$ cat src/rtl/dmem_access_ctrl_pkg.sv
// rtl/dmem_access_ctrl_pkg.sv - shared size/state encodings for the data-memory access controller
package dmem_access_ctrl_pkg;

    localparam logic [1:0] WHB_BYTE = 2'b00;
    localparam logic [1:0] WHB_HALF = 2'b01;
    localparam logic [1:0] WHB_WORD = 2'b10;

    typedef enum logic [1:0] {
        ST_IDLE   = 2'd0,
        ST_ACCESS = 2'd1,
        ST_RESP   = 2'd2
    } state_t;

    // A half must sit on an even address; a word (or size 11) on a word boundary.
    function automatic logic f_misaligned(input logic [1:0] addr_lo, input logic [1:0] whb);
        logic w_mis;
        case (whb)
            WHB_BYTE: w_mis = 1'b0;
            WHB_HALF: w_mis = addr_lo[0];
            default:  w_mis = (addr_lo != 2'b00);
        endcase
        return w_mis;
    endfunction

endpackage

$ cat src/rtl/dmem_lane_steer.sv
// rtl/dmem_lane_steer.sv - combinational store lane steering and load extraction/extension
module dmem_lane_steer
    import dmem_access_ctrl_pkg::*;
(
    input  logic [1:0]  i_addr_lo,
    input  logic [1:0]  i_whb,
    input  logic        i_su,
    input  logic [31:0] i_wdata,
    input  logic [31:0] i_rdata_mem,
    output logic [3:0]  o_byte_en,
    output logic [31:0] o_wdata,
    output logic [31:0] o_rdata
);

    logic [7:0]  w_byte;
    logic [15:0] w_half;

    assign w_half = i_addr_lo[1] ? i_rdata_mem[31:16] : i_rdata_mem[15:0];

    // Pick the addressed byte lane out of the memory word
    always_comb begin
        w_byte = i_rdata_mem[7:0];
        case (i_addr_lo)
            2'd0:    w_byte = i_rdata_mem[7:0];
            2'd1:    w_byte = i_rdata_mem[15:8];
            2'd2:    w_byte = i_rdata_mem[23:16];
            default: w_byte = i_rdata_mem[31:24];
        endcase
    end

    // Replicate store data across lanes, build enables, and extend loads; size 11 acts as word
    always_comb begin
        o_byte_en = 4'b1111;
        o_wdata   = i_wdata;
        o_rdata   = i_rdata_mem;
        case (i_whb)
            WHB_BYTE: begin
                o_byte_en = 4'b0001 << i_addr_lo;
                o_wdata   = {4{i_wdata[7:0]}};
                o_rdata   = {{24{i_su & w_byte[7]}}, w_byte};
            end
            WHB_HALF: begin
                o_byte_en = i_addr_lo[1] ? 4'b1100 : 4'b0011;
                o_wdata   = {2{i_wdata[15:0]}};
                o_rdata   = {{16{i_su & w_half[15]}}, w_half};
            end
            default: begin
                o_byte_en = 4'b1111;
            end
        endcase
    end

endmodule

$ cat src/rtl/dmem_access_ctrl.sv
// rtl/dmem_access_ctrl.sv - CPU/aux data-memory port sequencer; optional DMEM_MISALIGN_CHK_EN rejects misaligned CPU accesses
module dmem_access_ctrl
    import dmem_access_ctrl_pkg::*;
#(
    parameter int TIMEOUT      = 16,
    parameter int STARVE_LIMIT = 4
) (
    input  logic        clk,
    input  logic        rst,
    input  logic        cpu_req,
    input  logic        cpu_we,
    input  logic [31:0] cpu_addr,
    input  logic [31:0] cpu_wdata,
    input  logic [1:0]  cpu_whb,
    input  logic        cpu_su,
    output logic [31:0] cpu_rdata,
    output logic        cpu_done,
    output logic        cpu_err,
    output logic        cpu_stall,
    input  logic        aux_req,
    input  logic        aux_we,
    input  logic [31:0] aux_addr,
    input  logic [31:0] aux_wdata,
    output logic [31:0] aux_rdata,
    output logic        aux_done,
    output logic        aux_err,
    output logic        cs_d_n,
    output logic        rd,
    output logic        wr,
    output logic [31:0] d_addr,
    output logic [31:0] Data_write,
    output logic [3:0]  byte_en,
    input  logic [31:0] Data_read,
    input  logic        d_ack
);

    localparam int TW = (TIMEOUT > 1) ? $clog2(TIMEOUT) : 1;
    localparam int SW = (STARVE_LIMIT > 0) ? $clog2(STARVE_LIMIT + 1) : 1;
    localparam logic [TW-1:0] TLAST = TW'(TIMEOUT - 1);
    localparam logic [SW-1:0] SLIM  = SW'(STARVE_LIMIT);

    state_t        r_state, w_next;
    logic [TW-1:0] r_tcnt;
    logic [SW-1:0] r_starve;
    logic          r_is_aux, r_we, r_su;
    logic [1:0]    r_addr_lo, r_whb;

    logic          w_aux_win, w_grant_cpu, w_grant_aux, w_finish, w_abort, w_skip;
    logic          w_tmo_hit, w_misalign, w_idle;
    logic          w_win_we, w_win_su;
    logic [1:0]    w_win_whb;
    logic [31:0]   w_win_addr, w_win_wdata;
    logic [1:0]    w_s_addr_lo, w_s_whb;
    logic          w_s_su;
    logic [3:0]    w_steer_be;
    logic [31:0]   w_steer_wdata, w_steer_rdata;

    // Aux takes the port when the CPU is absent or has been granted STARVE_LIMIT times in a row
    assign w_aux_win   = aux_req & (~cpu_req | (r_starve == SLIM));
    assign w_win_we    = w_aux_win ? aux_we    : cpu_we;
    assign w_win_addr  = w_aux_win ? aux_addr  : cpu_addr;
    assign w_win_wdata = w_aux_win ? aux_wdata : cpu_wdata;
    assign w_win_whb   = w_aux_win ? WHB_WORD  : cpu_whb;
    assign w_win_su    = w_aux_win ? 1'b0      : cpu_su;

    assign w_tmo_hit = (TIMEOUT != 0) && (r_tcnt == TLAST);
    assign cpu_stall = cpu_req & ~cpu_done;

`ifdef DMEM_MISALIGN_CHK_EN
    assign w_misalign = f_misaligned(cpu_addr[1:0], cpu_whb);
`else
    assign w_misalign = 1'b0;
`endif

    // The steering block sees the incoming winner in IDLE (to register store pins) and the latched request afterwards
    assign w_idle      = (r_state == ST_IDLE);
    assign w_s_addr_lo = w_idle ? w_win_addr[1:0] : r_addr_lo;
    assign w_s_whb     = w_idle ? w_win_whb       : r_whb;
    assign w_s_su      = w_idle ? w_win_su        : r_su;

    dmem_lane_steer u_lane_steer (
        .i_addr_lo   (w_s_addr_lo),
        .i_whb       (w_s_whb),
        .i_su        (w_s_su),
        .i_wdata     (w_win_wdata),
        .i_rdata_mem (Data_read),
        .o_byte_en   (w_steer_be),
        .o_wdata     (w_steer_wdata),
        .o_rdata     (w_steer_rdata)
    );

    // State register
    always_ff @(posedge clk or negedge rst) begin
        if (!rst) r_state <= ST_IDLE;
        else      r_state <= w_next;
    end

    // Next-state decode and per-cycle grant/completion events
    always_comb begin
        w_next      = r_state;
        w_grant_cpu = 1'b0;
        w_grant_aux = 1'b0;
        w_finish    = 1'b0;
        w_abort     = 1'b0;
        w_skip      = 1'b0;
        case (r_state)
            ST_IDLE: begin
                if (w_aux_win) begin
                    w_grant_aux = 1'b1;
                    w_next      = ST_ACCESS;
                end else if (cpu_req) begin
                    w_grant_cpu = 1'b1;
                    if (w_misalign) begin
                        w_skip = 1'b1;
                        w_next = ST_RESP;
                    end else begin
                        w_next = ST_ACCESS;
                    end
                end
            end
            ST_ACCESS: begin
                if (d_ack) begin
                    w_finish = 1'b1;
                    w_next   = ST_RESP;
                end else if (w_tmo_hit) begin
                    w_abort = 1'b1;
                    w_next  = ST_RESP;
                end
            end
            ST_RESP: w_next = ST_IDLE;
            default: w_next = ST_IDLE;
        endcase
    end

    // Starvation counter: counts CPU wins over a waiting aux, cleared whenever aux is served
    always_ff @(posedge clk or negedge rst) begin
        if (!rst) begin
            r_starve <= '0;
        end else if (w_grant_aux) begin
            r_starve <= '0;
        end else if (w_grant_cpu && aux_req) begin
            r_starve <= r_starve + SW'(1);
        end
    end

    // Latch the granted request, register memory pins for ACCESS and the response for RESP
    always_ff @(posedge clk or negedge rst) begin
        if (!rst) begin
            r_is_aux   <= 1'b0;
            r_we       <= 1'b0;
            r_su       <= 1'b0;
            r_addr_lo  <= 2'b00;
            r_whb      <= WHB_BYTE;
            r_tcnt     <= '0;
            cs_d_n     <= 1'b1;
            rd         <= 1'b0;
            wr         <= 1'b0;
            d_addr     <= '0;
            Data_write <= '0;
            byte_en    <= 4'b0000;
            cpu_done   <= 1'b0;
            cpu_err    <= 1'b0;
            cpu_rdata  <= '0;
            aux_done   <= 1'b0;
            aux_err    <= 1'b0;
            aux_rdata  <= '0;
        end else begin
            cpu_done <= 1'b0;
            cpu_err  <= 1'b0;
            aux_done <= 1'b0;
            aux_err  <= 1'b0;
            if (w_grant_cpu || w_grant_aux) begin
                r_is_aux  <= w_grant_aux;
                r_we      <= w_win_we;
                r_su      <= w_win_su;
                r_addr_lo <= w_win_addr[1:0];
                r_whb     <= w_win_whb;
                r_tcnt    <= '0;
            end
            if ((w_grant_cpu || w_grant_aux) && !w_skip) begin
                cs_d_n     <= 1'b0;
                rd         <= ~w_win_we;
                wr         <= w_win_we;
                d_addr     <= {w_win_addr[31:2], 2'b00};
                Data_write <= w_steer_wdata;
                byte_en    <= w_win_we ? w_steer_be : 4'b0000;
            end
            if (r_state == ST_ACCESS && !w_finish && !w_abort) begin
                r_tcnt <= r_tcnt + TW'(1);
            end
            if (w_finish || w_abort) begin
                cs_d_n  <= 1'b1;
                rd      <= 1'b0;
                wr      <= 1'b0;
                byte_en <= 4'b0000;
                if (r_is_aux) begin
                    aux_done  <= 1'b1;
                    aux_err   <= w_abort;
                    aux_rdata <= w_finish ? Data_read : 32'h0;
                end else begin
                    cpu_done  <= 1'b1;
                    cpu_err   <= w_abort;
                    cpu_rdata <= (w_finish && !r_we) ? w_steer_rdata : 32'h0;
                end
            end
            if (w_skip) begin
                cpu_done  <= 1'b1;
                cpu_err   <= 1'b1;
                cpu_rdata <= 32'h0;
            end
        end
    end

endmodule

$ cat config.mk
export PLATFORM = sky130hd
export DESIGN_NAME = dmem_access_ctrl
export DESIGN_NICKNAME = d
export VERILOG_FILES = /design/src/rtl/dmem_access_ctrl_pkg.sv /design/src/rtl/dmem_lane_steer.sv /design/src/rtl/dmem_access_ctrl.sv
export SDC_FILE = /design/constraint.sdc
export NUM_CORES = 1
export LEC_CHECK = 0
export ABC_AREA = 1
export BUFFER_PORTS_ARGS = -buffer_cell sky130_fd_sc_hd__buf_2
export CORE_MARGIN = 2
export CORE_UTILIZATION = 35
export CTS_BUF_LIST = sky130_fd_sc_hd__clkbuf_8
export DETAILED_ROUTE_END_ITERATION = 12
export PLACE_DENSITY = 0.66
export SKIP_CTS_REPAIR_TIMING = 1
export SLEW_MARGIN = 25
export SYNTH_ARGS = -nofsm -noshare
export SYNTH_HDL_FRONTEND = slang
export SYNTH_SLANG_ARGS = --single-unit
$ cat constraint.sdc
create_clock -name clk -period 2 [get_ports clk]
set_clock_uncertainty 0.2 [all_clocks]
set_input_delay 0.3 -clock clk [delete_from_list [all_inputs] [get_ports clk]]
set_output_delay 0.3 -clock clk [all_outputs]
set_load 0.01 [all_outputs]
== Word-level counts from Yosys, hierarchy flattened ==
Index checks and enable logic that the tools add are counted.

* Output and inout bits: 140
* Register bits after elaboration: 153

* Reduce and logical (&&, ||, !) cells: 18
* Eq/ne operators: 8
* Add/sub/neg operators: 2
* Multiplexer cells: 52
* Bitwise operators: 9
* Shifts and indexed selects: 1

{| class="wikitable"
|+ Operator list
! kind !! count
|-
| 32-bit two-way mux || 4
|-
| 32-bit case mux with 2 select lines || 2
|-
| 1-bit two-way mux || 27
|-
| 4-bit two-way mux || 6
|-
| 8-bit case mux with 3 select lines || 1
|-
| 16-bit two-way mux || 1
|-
| 2-bit two-way mux || 7
|-
| 4-bit case mux with 2 select lines || 1
|-
| 2-bit by 1-bit == test with 1-bit output (second input constant) || 3
|-
| 2-bit logical NOT || 3
|-
| 3-bit two-way mux || 2
|-
| 3-bit inequality test (second input constant) || 2
|-
| 2-bit AND reduction || 3
|-
| 2-bit nonzero test || 3
|-
| 4-bit by 1-bit adder with 4-bit output (second input constant) || 1
|-
| 1-bit bitwise AND || 4
|-
| 4-bit == test (second input constant) || 1
|-
| 1-bit logical AND || 4
|-
| 1-bit NOT || 4
|-
| 2-bit case mux with 2 select lines || 1
|-
| 1-bit by 2-bit << shifter with 4-bit output (first input constant) || 1
|-
| 3-bit by 1-bit adder with 3-bit output (second input constant) || 1
|-
| 3-bit == test (second input constant) || 1
|-
| 1-bit logical NOT || 3
|-
| other kinds (3) || 4
|}

== Longest topological paths before layout ==
* Depth after elaboration: 10
* Gate-level depth with buffers: 17
* Gate-level depth less buffers: 17

== Hierarchy ==
Synthesis repeated with hierarchy kept, for this count alone.

* Cells, all modules: 1,135
* Area total of the unflattened synthesis: 8,206.6 µm²

{| class="wikitable"
|+ By module, submodules not included
! module !! sequential area each (µm²) !! cells each !! area each (µm²) !! instances
|-
| dmem_access_ctrl || 3,829.9 || 896 || 7,040.5 || 1
|-
| dmem_lane_steer || 0.0 || 239 || 1,166.1 || 1
|}

== Worst setup path after synthesis ==
Ideal clock, no wire load.

* Path type: reg2reg
* From: reg r_starve[0]
* To: reg cpu_rdata[22]
* Path slack: -0.093 ns
* Data required time: 1.684 ns
* Clock period less this slack: 2.093 ns
* Library setup time: 0.116 ns
* Path buffers: 1
* Arrival: 1.776 ns
* Cell stages (with the launch flop): 16
* Cells stage by stage: dfrtp_1 > inv_1 > ha_1 > nand2_2 > nand2_4 > nand2_8 > nand2_1 > nand3_1 > nand2_4 > o21ai_2 > nand2_2 > nand3_4 > nand2_4 > buf_6 > nand2_1 > nand2_1

* Longest elaborated chain between the ends: 10
* Elaborated cells on any way between the ends: 20
* Those cells by class: 4 x eq/ne; 10 x mux; 4 x bitwise; 2 x reduce/logical

{| class="wikitable"
|+ RTL lines
! what !! RTL line !! RTL
|-
| from (decl) || dmem_access_ctrl.sv:44 || <nowiki>logic [SW-1:0] r_starve;</nowiki>
|-
| from (signal assigned) || dmem_access_ctrl.sv:142 || <nowiki>r_starve <= r_starve + SW'(1);</nowiki>
|-
| 3-bit == test (*) || dmem_access_ctrl.sv:59 || <nowiki>assign w_aux_win = aux_req & (~cpu_req | (r_starve == SLIM));</nowiki>
|-
| 1-bit OR (*) || dmem_access_ctrl.sv:59 ||
|-
| 1-bit bitwise AND (*) || dmem_access_ctrl.sv:59 ||
|-
| 32-bit two-way mux || dmem_access_ctrl.sv:61 || <nowiki>assign w_win_addr = w_aux_win ? aux_addr : cpu_addr;</nowiki>
|-
| 2-bit two-way mux || dmem_access_ctrl.sv:77 || <nowiki>assign w_s_addr_lo = w_idle ? w_win_addr[1:0] : r_addr_lo;</nowiki>
|-
| 2-bit == test, or another cell as far along || dmem_lane_steer.sv:23 || <nowiki>case (i_addr_lo)</nowiki>
|-
| 8-bit case mux with 3 select lines || dmem_lane_steer.sv:23 ||
|-
| 1-bit bitwise AND || dmem_lane_steer.sv:40 || <nowiki>o_rdata = {{24{i_su & w_byte[7]}}, w_byte};</nowiki>
|-
| 32-bit case mux with 2 select lines (*) || dmem_lane_steer.sv:36 || <nowiki>case (i_whb)</nowiki>
|-
| 32-bit two-way mux (*) || dmem_access_ctrl.sv:203 || <nowiki>cpu_rdata <= (w_finish && !r_we) ? w_steer_rdata : 32'h0;</nowiki>
|-
| to (signal assigned) || dmem_access_ctrl.sv:203 ||
|-
| to (decl) || dmem_access_ctrl.sv:16 || <nowiki>output logic [31:0] cpu_rdata,</nowiki>
|}

Every way passes the cells marked *; elsewhere a longest branch is shown, timed or not.
A chain may end at the register's enable or synchronous reset.

== Final worst setup path ==
* From: reg r_starve[1]
* To: reg cpu_rdata[20]

The elaborated chain is that of the path after synthesis.

==> metrics list <==
- Of the total synthesized cell area, the portion taken by AND, OR, NAND and NOR gates is 0.220.
- Switching power total: 7.73 mW
- CTS placed an instance of sky130_fd_sc_hd__clkbuf_8 at the clock tree root.
* Area share of the largest cell type after synthesis: 0.487
- Sequential fraction of the synthesis area: 0.491
* Chip Width: 153 um
- Final Non-Filler Cells: 1698
* Count of filler cells inserted in the layout: 2062
- Vias: 8427
* Compound-cell area share of the yosys netlist: 0.164
- Global routing finished with a remaining overflow of 0.
- Critical Path Start Type: register
* Relative contribution of combinational cells to total power: 0.559
* Share of flip-flops with an asynchronous set or reset after synthesis: 1.00
- Power spread over the standard cell area amounts to 1450 nW/um^2.
- The number of global-route vias before repair came to 7420.
* Worst hold margin: -0.0221 ns
* Type of the worst setup path: register to register
- Leakage: 6.52 nW
- Counting instances, the worst hold path has a depth of 3.
* Remaining design rule violation count: 0
- Routability-driven placement finished with a final weighted congestion of 0.926.
* Proportion of power drawn by flip-flops and latches: 0.303
- Min cycle time layout: 2.17 ns
* Mean instance size in the synthesized netlist: 8.19 um^2
- Worst EP arrival: 2.37 ns
* Hold Vio Cnt, Final: 4
* H-tree depth: 4
- After technology mapping, the gate count stands at 953.
* Clock network latency to the later pin of the worst-skew pair: 0.46 ns
- Main synth FF type: sky130_fd_sc_hd__dfrtp_1
* Dpl cells: 1560
- Synthesis inferred 153 register bits.
* Leading cell type in the layout, fill and taps excluded: sky130_fd_sc_hd__buf_2
* Worst setup margin: -0.166 ns
- Routed length per instance: 17.5 um
- The worst setup path is captured at a register.
- In this run the worst hold path is classified as input port to register.
- The share of total power dissipated in the clock network is 0.138.
- Synthesis-to-layout area growth: 52.2%
- DRC marker count from the first detailed-route iteration: 527
- Yosys top cell by area: sky130_fd_sc_hd__dfrtp_1
- First-pass DRT Iterations: 5
* Library cells used by synthesis: 45
- In this run the deepest clock path goes through 2 buffers.
* Multiplexer fraction of the synthesized cell area: 0.0397
- For this run, the number of Yosys warnings is 0.
- Number of maximum-capacitance constraint violations: 0
* Total of endpoints with negative setup slack in the final report: 55
* Post-synthesis cell area: 7810 um^2
- The flow ran to the end, but the final reports show violations.
* Floorplan core area: 21900 um^2
- Number of buffer cells added on primary ports: 307
- Of the total power, the share spent switching nets is 0.448.
- Ratio of routed vias to standard cells: 4.96
* Count of flip-flops with a built-in enable after synthesis: 0
- Num CTS Buffers: 17
- Post-Synth Adder-Cell Area: 0.00481
- Sinks on the clock net: 153
- Number of diodes added for antenna fixing: 0
- VDD sags by at most 666 uV.
- Count of nets after finishing: 1578
* Overall power consumption: 17.2 mW
- In the final layout, the share of cells above drive strength 1 is 0.363.
* Combinational family with the most area after synthesis: simple AND/OR/NAND/NOR gates
- In this run the remaining antenna-violating nets after routing total 0.
* Die Footprint: 23500 um^2
- Timing would allow up to 462 MHz.
- Effective utilization at floorplan: 0.357
- Std-Cell Rows: 54
- XOR/XNOR share of the synthesized area: 0.00224
- TritonCTS built the clock tree.
- Entering global routing, the biggest net connects 49 pins.
* Violations in the final reports: negative hold slack, negative setup slack
- Data on the critical path is required at its endpoint by 2.20 ns.
* Unrepaired setup endpoints after global routing: true
- Die height: 153 um
- The number of slew-limit violations in the final report is 0.
- In the finished design, the share of the clock period the worst path needs comes to 1.08.
- In this run the register-to-register setup slack is -0.17 ns.
- Cell internal power was estimated by the tool at 9.51 mW.
- The first global-routing pass estimated 40.6 mm of wire.
- Wirelength, routed: 29.8 mm
- Number of cells traversed by the worst register-to-register path: 16
- Boundary pin count: 310
- Top library cells by usage in the layout, fill and taps aside: 306 x sky130_fd_sc_hd__buf_2, 268 x sky130_fd_sc_hd__nand2_1, 152 x sky130_fd_sc_hd__dfrtp_1
* Largest driver fanout on the critical path: 16
- After clock tree synthesis, the clock-pin slew on the worst setup and hold paths is 0.10 ns.
* Antenna violations before repair: 1
* Global router's overall resource usage: 0.221
* Detailed placer's ending HPWL: 20.7 mm
- Main area contributors after synthesis: sky130_fd_sc_hd__dfrtp_1 49%, sky130_fd_sc_hd__nand2_1 13%, sky130_fd_sc_hd__o21ai_0 11%
-- final timing paths --
check | start | endpoint
worst min register to register | cs_d_n | cs_d_n
min in group asynchronous | rst | aux_rdata[24]
worst max-delay path | r_starve[1] | cpu_rdata[20]
worst max register to register | r_starve[1] | cpu_rdata[20]
max in group asynchronous | rst | r_whb[1]
worst min-delay path | aux_addr[18] | d_addr[18]
-- final cells by class --
class                      instances  area [um^2]  area share
clock inverter                    15          153      0.0128
sequential                       153         3830       0.322
multi-input combinational        658         3610       0.304
inverter                          91          362      0.0304
clock buffer                      17          234      0.0197
timing repair buffer             484         3340       0.281
tap                              280          350      0.0295
-- cell families (layout without fill, tap and decap cells) --
logic type | after synthesis | count (layout)
AOI/OAI and AO/OA | 231 | 231
xor gates and xnor gates | 2 | 2
adders and majority gates | 3 | 3
buffers and inverters | 144 | 607
DFF | 153 | 153
muxes | 31 | 31
other | 1 | 2
and+or+nand+nor | 388 | 389
-- state kept, by name, indices dropped and copies added (netlist names) --
| signal | cells |
|---|---|
| aux_err | 1 |
| r_state | 2 |
| cs_d_n | 1 |
| r_whb | 2 |
| r_tcnt | 4 |
| r_we | 1 |
| cpu_rdata | 32 |
| byte_en | 4 |
| cpu_err | 1 |
| Data_write | 32 |
| aux_rdata | 32 |
| r_addr_lo | 2 |
| r_su | 1 |
| r_is_aux | 1 |
| d_addr | 30 |
| r_starve | 3 |
| wr | 1 |
| cpu_done | 1 |
| rd | 1 |
| aux_done | 1 |
-- routing by layer --
layer / up-vias / global-route usage / wire (um)
li1: 4003 / - / -
met1: 3997 / 0.276 / 11700
met4: 2 / 0.0616 / 719
met5: - / 0 / 11
met3: 54 / 0.0530 / 2090
met2: 371 / 0.381 / 15200
-- worst max-delay path, cell delays in order, from the launching register on --
cell and delay, ns:
sky130_fd_sc_hd__dfrtp_1 0.38, sky130_fd_sc_hd__inv_2 0.07, sky130_fd_sc_hd__ha_4 0.16, sky130_fd_sc_hd__nand2_4 0.09, sky130_fd_sc_hd__nand2_8 0.08, sky130_fd_sc_hd__nand2_8 0.09, sky130_fd_sc_hd__nand2_4 0.05, sky130_fd_sc_hd__nand2_4 0.08
sky130_fd_sc_hd__nand2_8 0.08, sky130_fd_sc_hd__buf_12 0.14, sky130_fd_sc_hd__nor2_4 0.11, sky130_fd_sc_hd__nand3_2 0.08, sky130_fd_sc_hd__nand3_2 0.13, sky130_fd_sc_hd__nand2_4 0.08, sky130_fd_sc_hd__nand2_8 0.14, sky130_fd_sc_hd__nand2_1 0.07
sky130_fd_sc_hd__nand2_1 0.06
-- power groups by stage --
stage / registers (mW) / clock network, mW / logic, mW
detailed placement: 5.22 / 0 / 8.63
finish: 5.22 / 2.38 / 9.64
global route: 5.37 / 2.57 / 10.6
floorplan: 5.72 / 0 / 4.44
CTS: 5.18 / 2.44 / 8.64
global placement: 5.19 / 0 / 8.48
-- metrics by stage --
stage	TNS, ns	instance area, um^2	setup slack [ns]	utilization
3_3_place_gp	-7.06	10200	-0.172	0.466
4_1_cts	-14.64	10600	-0.263	0.483
5_1_grt	-17.08	11900	-0.302	0.543
2_1_floorplan	-0.875	7870	-0.0711	-
6_report	-5.38	11900	-0.166	0.543
3_5_place_dp	-11.96	10200	-0.239	0.466
-- synth_stat cells (4+ instances only) --
cell type / number
sky130_fd_sc_hd__nand2_1: 277
sky130_fd_sc_hd__o211ai_1: 14
sky130_fd_sc_hd__mux2i_1: 31
sky130_fd_sc_hd__nand2_2: 7
sky130_fd_sc_hd__nand3_1: 34
sky130_fd_sc_hd__or2_2: 15
sky130_fd_sc_hd__buf_4: 8
sky130_fd_sc_hd__nand4_1: 6
sky130_fd_sc_hd__inv_2: 6
sky130_fd_sc_hd__nand2_4: 7
sky130_fd_sc_hd__a21oi_1: 16
sky130_fd_sc_hd__o21ai_0: 167
sky130_fd_sc_hd__inv_1: 82
sky130_fd_sc_hd__dfrtp_1: 152
sky130_fd_sc_hd__nor2_1: 29
sky130_fd_sc_hd__o21a_1: 12
sky130_fd_sc_hd__o21ai_1: 6
sky130_fd_sc_hd__buf_2: 11
sky130_fd_sc_hd__nor2_4: 4
sky130_fd_sc_hd__a2bb2oi_1: 5
sky130_fd_sc_hd__clkbuf_1: 30
No activity file was read; power rests on OpenSTA's default activity.
